$ cat src/rtl/stopwatch_ctrl.sv
// ---------------------------------------------------------------------------
// stopwatch_ctrl
//   Control FSM for an 8-digit BCD stopwatch. It debounces the three
//   push-buttons into single press events and runs the IDLE/RUN/PAUSE/LAP
//   state machine. It derives the counter's count-enable and clear pulses
//   from a prescaler, and picks live or frozen (lap) data for the display.
//
// Ports
//   clk          system clock
//   reset_n      asynchronous active-low reset
//   btn_start    raw start/stop button (async, active-high)
//   btn_lap      raw lap button        (async, active-high)
//   btn_clear    raw clear button      (async, active-high)
//   cnt_q[31:0]  packed BCD value from the counter (digit0 in [3:0])
//   cnt_enable   one-cycle count pulse to the counter
//   cnt_clear    one-cycle synchronous clear pulse to the counter
//   disp_data    registered value for the 7-segment decoder
//   state[1:0]   00 IDLE, 01 RUN, 10 PAUSE, 11 LAP
//   full         sticky flag: counter reached 99999999
// ---------------------------------------------------------------------------
module stopwatch_ctrl #(
    parameter int TICK_DIV   = 50000000,
    parameter int DEB_CYCLES = 1000000
) (
    input  logic        clk,
    input  logic        reset_n,
    input  logic        btn_start,
    input  logic        btn_lap,
    input  logic        btn_clear,
    input  logic [31:0] cnt_q,
    output logic        cnt_enable,
    output logic        cnt_clear,
    output logic [31:0] disp_data,
    output logic [1:0]  state,
    output logic        full
);
    localparam int PW = $clog2(TICK_DIV);
    localparam int DW = $clog2(DEB_CYCLES + 1);
    localparam logic [PW-1:0] PRESC_LAST = PW'(TICK_DIV - 1);
    localparam logic [DW-1:0] DEB_LAST   = DW'(DEB_CYCLES - 1);
    localparam logic [31:0]   CNT_MAX    = 32'h9999_9999;

    localparam int B_START = 0;
    localparam int B_LAP   = 1;
    localparam int B_CLEAR = 2;

    typedef enum logic [1:0] {
        IDLE  = 2'b00,
        RUN   = 2'b01,
        PAUSE = 2'b10,
        LAP   = 2'b11
    } state_t;

    logic [2:0]    btn_raw;
    logic [2:0]    sync1;
    logic [2:0]    sync2;
    logic [2:0]    deb;
    logic [2:0]    press;
    logic [DW-1:0] deb_cnt [0:2];

    state_t        st;
    logic [PW-1:0] presc;
    logic          freeze;
    logic [31:0]   snapshot;

    logic do_clear;
    logic do_start;
    logic do_lap;
    logic tick_pt;
    logic at_max;

    assign btn_raw = {btn_clear, btn_lap, btn_start};
    assign state   = st;

    // Button path: 2-FF synchronizer, then a stability counter. The debounced
    // level only follows sync2 after it has differed for DEB_CYCLES
    // consecutive cycles; a press pulse is emitted only on the 0->1 update.
    always_ff @(posedge clk or negedge reset_n) begin
        if (!reset_n) begin
            sync1 <= '0;
            sync2 <= '0;
            deb   <= '0;
            press <= '0;
            for (int i = 0; i < 3; i++) begin
                deb_cnt[i] <= '0;
            end
        end else begin
            sync1 <= btn_raw;
            sync2 <= sync1;
            for (int i = 0; i < 3; i++) begin
                press[i] <= 1'b0;
                if (sync2[i] != deb[i]) begin
                    if (deb_cnt[i] == DEB_LAST) begin
                        deb[i]     <= sync2[i];
                        deb_cnt[i] <= '0;
                        press[i]   <= sync2[i];
                    end else begin
                        deb_cnt[i] <= deb_cnt[i] + DW'(1);
                    end
                end else begin
                    deb_cnt[i] <= '0;
                end
            end
        end
    end

    // Coincident presses resolve as clear > start > lap; losers are dropped.
    assign do_clear = press[B_CLEAR];
    assign do_start = press[B_START] & ~press[B_CLEAR];
    assign do_lap   = press[B_LAP] & ~press[B_START] & ~press[B_CLEAR];

    assign tick_pt = (presc == PRESC_LAST);
    assign at_max  = (cnt_q == CNT_MAX);

    always_ff @(posedge clk or negedge reset_n) begin
        if (!reset_n) begin
            st         <= IDLE;
            presc      <= '0;
            cnt_enable <= 1'b0;
            cnt_clear  <= 1'b0;
            full       <= 1'b0;
            freeze     <= 1'b0;
            snapshot   <= '0;
            disp_data  <= '0;
        end else begin
            cnt_enable <= 1'b0;
            cnt_clear  <= 1'b0;
            disp_data  <= freeze ? snapshot : cnt_q;
            case (st)
                IDLE: begin
                    presc <= '0;
                    if (do_clear) begin
                        cnt_clear <= 1'b1;
                        full      <= 1'b0;
                        snapshot  <= '0;
                        freeze    <= 1'b0;
                    end else if (do_start) begin
                        st <= RUN;
                    end
                end
                RUN, LAP: begin
                    presc <= tick_pt ? '0 : presc + PW'(1);
                    // A tick at 99999999 is swallowed: the counter never
                    // wraps, the watch parks in PAUSE showing live data.
                    if (tick_pt && at_max) begin
                        full   <= 1'b1;
                        freeze <= 1'b0;
                        st     <= PAUSE;
                    end else begin
                        cnt_enable <= tick_pt;
                        if (do_start) begin
                            st <= PAUSE;
                        end else if (do_lap) begin
                            if (st == RUN) begin
                                st       <= LAP;
                                snapshot <= cnt_q;
                                freeze   <= 1'b1;
                            end else begin
                                st     <= RUN;
                                freeze <= 1'b0;
                            end
                        end
                    end
                end
                PAUSE: begin
                    // Prescaler holds here so a resumed run keeps its partial tick.
                    if (do_clear) begin
                        st        <= IDLE;
                        cnt_clear <= 1'b1;
                        presc     <= '0;
                        full      <= 1'b0;
                        snapshot  <= '0;
                        freeze    <= 1'b0;
                    end else if (do_start && !full) begin
                        st     <= RUN;
                        freeze <= 1'b0;
                    end
                end
                default: st <= IDLE;
            endcase
        end
    end
endmodule

$ cat config.mk
export PLATFORM = sky130hd
export DESIGN_NAME = stopwatch_ctrl
export DESIGN_NICKNAME = d
export VERILOG_FILES = /design/src/rtl/stopwatch_ctrl.sv
export SDC_FILE = /design/constraint.sdc
export NUM_CORES = 1
export LEC_CHECK = 0
export BUFFER_PORTS_ARGS = -buffer_cell sky130_fd_sc_hd__buf_2
export CAP_MARGIN = 10
export CORE_MARGIN = 2
export CORE_UTILIZATION = 32
export CTS_BUF_LIST = sky130_fd_sc_hd__clkbuf_4
export DETAILED_ROUTE_END_ITERATION = 16
export PLACE_DENSITY = 0.51
export SLEW_MARGIN = 20
export SYNTH_ARGS = -nofsm -noshare
export SYNTH_HDL_FRONTEND = slang
export SYNTH_SLANG_ARGS = --single-unit
$ cat constraint.sdc
create_clock -name clk -period 2.4 [get_ports clk]
set_clock_uncertainty 0.2 [all_clocks]
set_input_delay 0.12 -clock clk [delete_from_list [all_inputs] [get_ports clk]]
set_output_delay 0.12 -clock clk [all_outputs]
set_load 0.02 [all_outputs]
# [Word-level counts from Yosys, hierarchy flattened]
# Index checks and enable logic that the tools add are counted.
[word_totals] output_inout_bits=37 regBits=168 input_bits=37 wordCells=109
[op_classes] n_bitwise=5 add_sub_neg=4 n_reduce_logical=13 n_eq_ne=25 muxes=45
[ops] cell="$mux W32" n=6
[ops] cell="$mux W20" n=6
[ops] cell="$pmux W26 S3" n=1
[ops] cell="$pmux W32 S2" n=1
[ops] cell="$add A20 B1 Y20 const B" n=3
[ops] cell="$eq A20 B20 Y1 const B" n=3
[ops] cell="$mux W26" n=2
[ops] cell="$eq A32 B32 Y1 const B" n=1
[ops] cell="$add A26 B1 Y26 const B" n=1
[ops] cell="$eq A26 B26 Y1 const B" n=1
[ops] cell="$mux W1" n=18
[ops] cell="$ne A2 B2 Y1 const B" n=9
[ops] cell="$mux W2" n=8
[ops] cell="$ne A3 B3 Y1 const B" n=3
[ops] cell="$reduce_and A2 Y1" n=4
[ops] cell="$reduce_and A4 Y1" n=2
[ops] cell="$pmux W2 S3" n=1
[ops] cell="$reduce_and A5 Y1" n=1
[ops] cell="$eq A2 B2 Y1 const B" n=2
[ops] cell="$ne A4 B4 Y1 const B" n=1
[ops] cell="$reduce_or A2 Y1" n=2
[ops] cell="$and A1 B1 Y1" n=3
[ops] cell="$ne A1 B1 Y1" n=3
[ops] cell="$pmux W1 S3" n=1
[ops] cell="7 further kinds" n=9

# [Longest topological paths before layout]
[depth] word_depth=7 mapped_depth=8 ltp_nobuf=6

# [Worst setup path after synthesis]
# No wires, ideal clock.
[synth_timing] path_type="reg-to-reg" startpoint="register presc[0]" endpoint="register snapshot[10]" arrival_ns=2.028 synth_period_minus_slack_ns=2.352 path_stages_with_launch=8 required_ns=2.076 setup_time_ns=0.124 path_slack_ns=0.048 path_buffers=1 cell_sequence="dfrtp_1 > ha_1 > nand2_1 > or4_1 > nor4b_4 > nor4_2 > buf_6 > mux2i_1"
[synth_via] elab_chain_cells=4
[synth_rtl] item="start: declaration" line_no="62" source="logic [PW-1:0] presc;"
[synth_rtl] item="start signal: assignment" line_no="142" source="presc <= tick_pt ? '0 : presc + PW'(1);"
[synth_rtl] item="$eq A26 B26 Y1" line_no="112" source="assign tick_pt = (presc == PRESC_LAST);"
[synth_rtl] item="$logic_and A1 B1 Y1" line_no="145" source="if (tick_pt && at_max) begin"
[synth_rtl] item="$ne A2 B2 Y1 (no source line)"
[synth_rtl] item="$reduce_and A5 Y1 (no source line)"
[synth_rtl] item="end signal: assignment" line_no="156" source="snapshot <= cnt_q;"
[synth_rtl] item="end: declaration" line_no="64" source="logic [31:0] snapshot;"
# No other way between the ends.
# A chain may end at the register's enable or synchronous reset.

# [Worst setup path after layout]
[layout_timing] startpoint="register presc[10]" endpoint="register presc[20]"
[layout_via] elab_chain_cells=3 elab_cells_between_ends=4 cone_classes="1 x add/sub; 1 x eq/ne; 2 x mux"
[layout_rtl] item="$add A26 B1 Y26 / $eq A26 B26 Y1 (equally long branches)" line_no="142, 112"
[layout_rtl] item="$mux W26 (*)" line_no="142"
[layout_rtl] item="$pmux W26 S3 (*)" line_no="129" source="case (st)"
# Every way passes the cells marked *; elsewhere a longest branch is shown, timed or not.

==> impl_results.md <==
* Arrival time of data at the critical path endpoint at 2.60 ns
* CP Launch Point: presc[10]
* Worst path buffer plus inverter count at 2
* Min-delay worst type: input port to flip-flop
* Fillcell total at between 2000 and 2500
* Total power of the final layout at a little under 5 mW
* Bufs on Longest Clock Path at 2
* Placed wire-length estimate after detailed placement at 11.1 mm
* Vias per cell at between 4 and 5
* Synthesis-to-finish area growth at 23.0%
* Library cell with the highest instance count after synthesis: sky130_fd_sc_hd__dfrtp_1
* Number of antenna violations at the first check in global routing at 1
* List of cells traversed by the critical path: or4bb_4, nor4_4, buf_4, a21oi_4, buf_4, a32oi_1, nand2_1
* Global-route wire length before repair at ~29 mm
* First DRT Iteration DRCs at approximately 280
* Proportion of netlist area held by the largest area contributor at between 50% and 60%
* CTS sink count at around 170
* TritonCTS buffer count at 17
* Cell Pwr Density at just over 500 nW/um^2
* CP most frequent cell: sky130_fd_sc_hd__buf_4
* Pre-CTS WS at about 0.046 ns
* Largest net degree at the start of global routing at 63
* Most instantiated cells after synthesis: 168 x sky130_fd_sc_hd__dfrtp_1, 112 x sky130_fd_sc_hd__nand2_1, 83 x sky130_fd_sc_hd__nor2_1, 44 x sky130_fd_sc_hd__inv_1, 37 x sky130_fd_sc_hd__o21ai_0
* Residual DRC count at 0
* Final setup violation count at 0
* Core Footprint at 23500 sq um
* Clock tree root driver cell: sky130_fd_sc_hd__clkbuf_4
* Number of enable flip-flop cells after synthesis at 0
* Syn_nets at around 820
* Main flop type after synthesis: sky130_fd_sc_hd__dfrtp_1
* Kind of critical path: flip-flop to flip-flop
* Master of the slowest instance on the critical path: sky130_fd_sc_hd__or4bb_4
* Vertical die dimension at roughly 160 um
* Setup slack of the critical path after layout at 0.0648 ns
* Worst hold path startpoint: cnt_q[19]
* Htree depth at 4
* Maximum fanout count along the critical path at 13
* Synth area leader: sky130_fd_sc_hd__dfrtp_1
* Iteration count of the initial detailed-routing pass at 5
* Cell types with the largest area share after synthesis: sky130_fd_sc_hd__dfrtp_1 55%, sky130_fd_sc_hd__nand2_1 5.5%, sky130_fd_sc_hd__mux2i_1 4.3%, sky130_fd_sc_hd__nor2_1 4.0%, sky130_fd_sc_hd__xor2_1 3.8%
* Result of the run: finished, final reports clean
* Final Wtd Congestion at 0.795
* Ports at 74
* Vias after detailed routing at roughly 5800
* Share of flip-flops with an asynchronous set or reset after synthesis at 100%
* Required time at the worst-slack endpoint at roughly 2.7 ns
* Cell class contributing the biggest share of worst-path delay: simple AND/OR/NAND/NOR gates
* Max-cap violations at 0
* Number of flip-flops and latches in the synthesized netlist at approximately 170
* WL/cell at 13.2 um
* Instance count of the mapped netlist at a little under 800
* Port buffer count at 73
* Worst Setup End Kind: flip-flop
* GRT Util Overall at roughly 14%
* Delay of the slowest cell on the worst path at ~0.55 ns
* Starting Density at between 30% and 40%
* Sequential cell area at between 4000 and 5000 sq um
* Lkg Pwr at between 4 and 5 nW
* Clock-pin slew of the registers on the worst-case setup and hold paths at 0.17 ns
* Core Rows at 56
* Multi-input combinational cell area at roughly 3200 sq um
* Count of yosys warnings during synthesis at 0
* Fraction of layout cells with a size suffix above 1 at between 10% and 20%
* RR Startpoint: presc[10]
* Startpoint kind of the worst setup timing path: flip-flop
* Slew at the pin closest to its max-slew limit at just under 0.7 ns
* Vias in the first global route at approximately 5700
* Shortest clock period the worst path allows after layout at around 2.3 ns
* Clk_lat worst skew at ~0.58 ns
* TritonCTS clock tree: done
* VDD IR max at 0.225 mV
* Max frequency at roughly 430 MHz
* Die Span X at roughly 160 um
* Share of the clock period used by the worst path at 97.3%
* Leftover overflow at the end of global routing at 0
* Number of nets in the layout at 965
* Number of hold violations in the final report at 0
* Die ar. at 25300 sq um
* Summed instance area of the synthesized netlist at 7700 sq um
* Overall routed net length at 16.6 mm
* Portion of the post-synthesis area used by sequential elements at a little over half
* Max Slew Vio Count at 0
* Antenna Violating Nets Remaining at 0
* Post-synth cell types at 52
* Max_slew headroom at a little over half
* Mean Syn Cell Area at about 10 sq um
-- sequential cells by signal, summed over array words and instances, names as in the netlist --
name,flops
disp_data,32
press,3
deb_cnt,60
sync2,3
deb,3
cnt_clear,1
presc,26
snapshot,32
state,2
freeze,1
cnt_enable,1
full,1
sync1,3
-- worst min-delay path, stage by stage --
cell	delay, ns
sky130_fd_sc_hd__dlygate4sd3_1	0.53
sky130_fd_sc_hd__buf_2	0.12
sky130_fd_sc_hd__inv_1	0.06
sky130_fd_sc_hd__mux2i_1	0.06
-- worst paths after layout --
path                            endpoint  slack (ns)  cells after the start
hold / removal              snapshot[19]        0.13                      4
hold reg to reg                 sync2[1]        0.17                      0
min in group asynchronous  disp_data[16]        0.41                      3
max in group asynchronous      presc[10]        0.90                      4
setup reg to reg               presc[20]        0.06                      7
setup / recovery               presc[20]        0.06                      7
-- cells in the final DEF, fill, tap and decap left out, types with 5 or more instances in the layout --
cell type and instances:
sky130_fd_sc_hd__a21oi_1 17, sky130_fd_sc_hd__a22o_1 6, sky130_fd_sc_hd__a31oi_1 12, sky130_fd_sc_hd__and3_1 16, sky130_fd_sc_hd__and4_1 6, sky130_fd_sc_hd__buf_2 72, sky130_fd_sc_hd__buf_4 45, sky130_fd_sc_hd__clkbuf_4 17
sky130_fd_sc_hd__dfrtp_1 166, sky130_fd_sc_hd__dlygate4sd3_1 40, sky130_fd_sc_hd__inv_1 44, sky130_fd_sc_hd__mux2i_1 33, sky130_fd_sc_hd__nand2_1 112, sky130_fd_sc_hd__nand3_1 30, sky130_fd_sc_hd__nand4_1 19, sky130_fd_sc_hd__nor2_1 83
sky130_fd_sc_hd__nor3_1 13, sky130_fd_sc_hd__nor4_1 13, sky130_fd_sc_hd__nor4bb_1 9, sky130_fd_sc_hd__o21ai_0 37, sky130_fd_sc_hd__o21ai_1 5, sky130_fd_sc_hd__xnor2_1 26, sky130_fd_sc_hd__xor2_1 33
-- layer usage --
metal	vias to the layer above	GRT usage (%)	part of all wire (%)	wire length, um
met3	10	3.07	3.3	550
met5	-	0	0	0
met4	0	4.17	1.0	168
li1	2950	-	-	-
met2	83	21.0	45	7500
met1	2774	19.3	51	8400
-- metrics by stage --
stage               instance area (sq um)  hold slack, ns  setup TNS [ns]  utilization, %  cells
detailed placement                   8750         -0.0424               0            37.2   1182
floorplan                            7700          -0.376               0               -    774
global route                         9480          0.0908         -0.0568            40.2   1257
finish                               9480           0.129               0            40.2   1257
global placement                     8750         -0.0500               0            37.2   1182
CTS                                  9430          0.0644               0            40.1   1254
-- cells by family (layout without fill, tap and decap cells) --
family | count (synthesis) | in the layout | synth area share, %
flops | 168 | 168 | 54.6
other cells | 0 | 1 | 0
buf+inv | 76 | 239 | 4.06
xor+xnor | 59 | 59 | 6.71
fa+ha+maj | 4 | 4 | 0.650
mux | 36 | 36 | 4.73
compound gates | 97 | 97 | 7.49
simple gates | 334 | 334 | 21.8
-- repair_timing --
item,4_1_cts,5_1_grt
setup buffers,0,2
gates resized for setup,0,6
endpoints found under the setup margin,0,51
hold buffers,40,0
endpoints found under the hold margin,237,0
-- final cells by class --
| class | count | share of cell area (%) |
|---|---|---|
| multi-input cells | 530 | 34.0 |
| clock inverters | 15 | 1.64 |
| clock buffers | 17 | 1.35 |
| well taps | 319 | 4.21 |
| diodes | 1 | 0.0264 |
| repair buffers | 162 | 12.6 |
| flip-flops and latches | 168 | 44.4 |
| inverters | 45 | 1.78 |
-- report_power, final --
part           switching, mW  total, mW  internal [mW]
sequential            0.0353       2.94           2.90
clock                   1.17       1.63          0.469
combinational          0.193      0.336          0.143
total                   1.39       4.91           3.51
(Power assumes the default switching activity.)
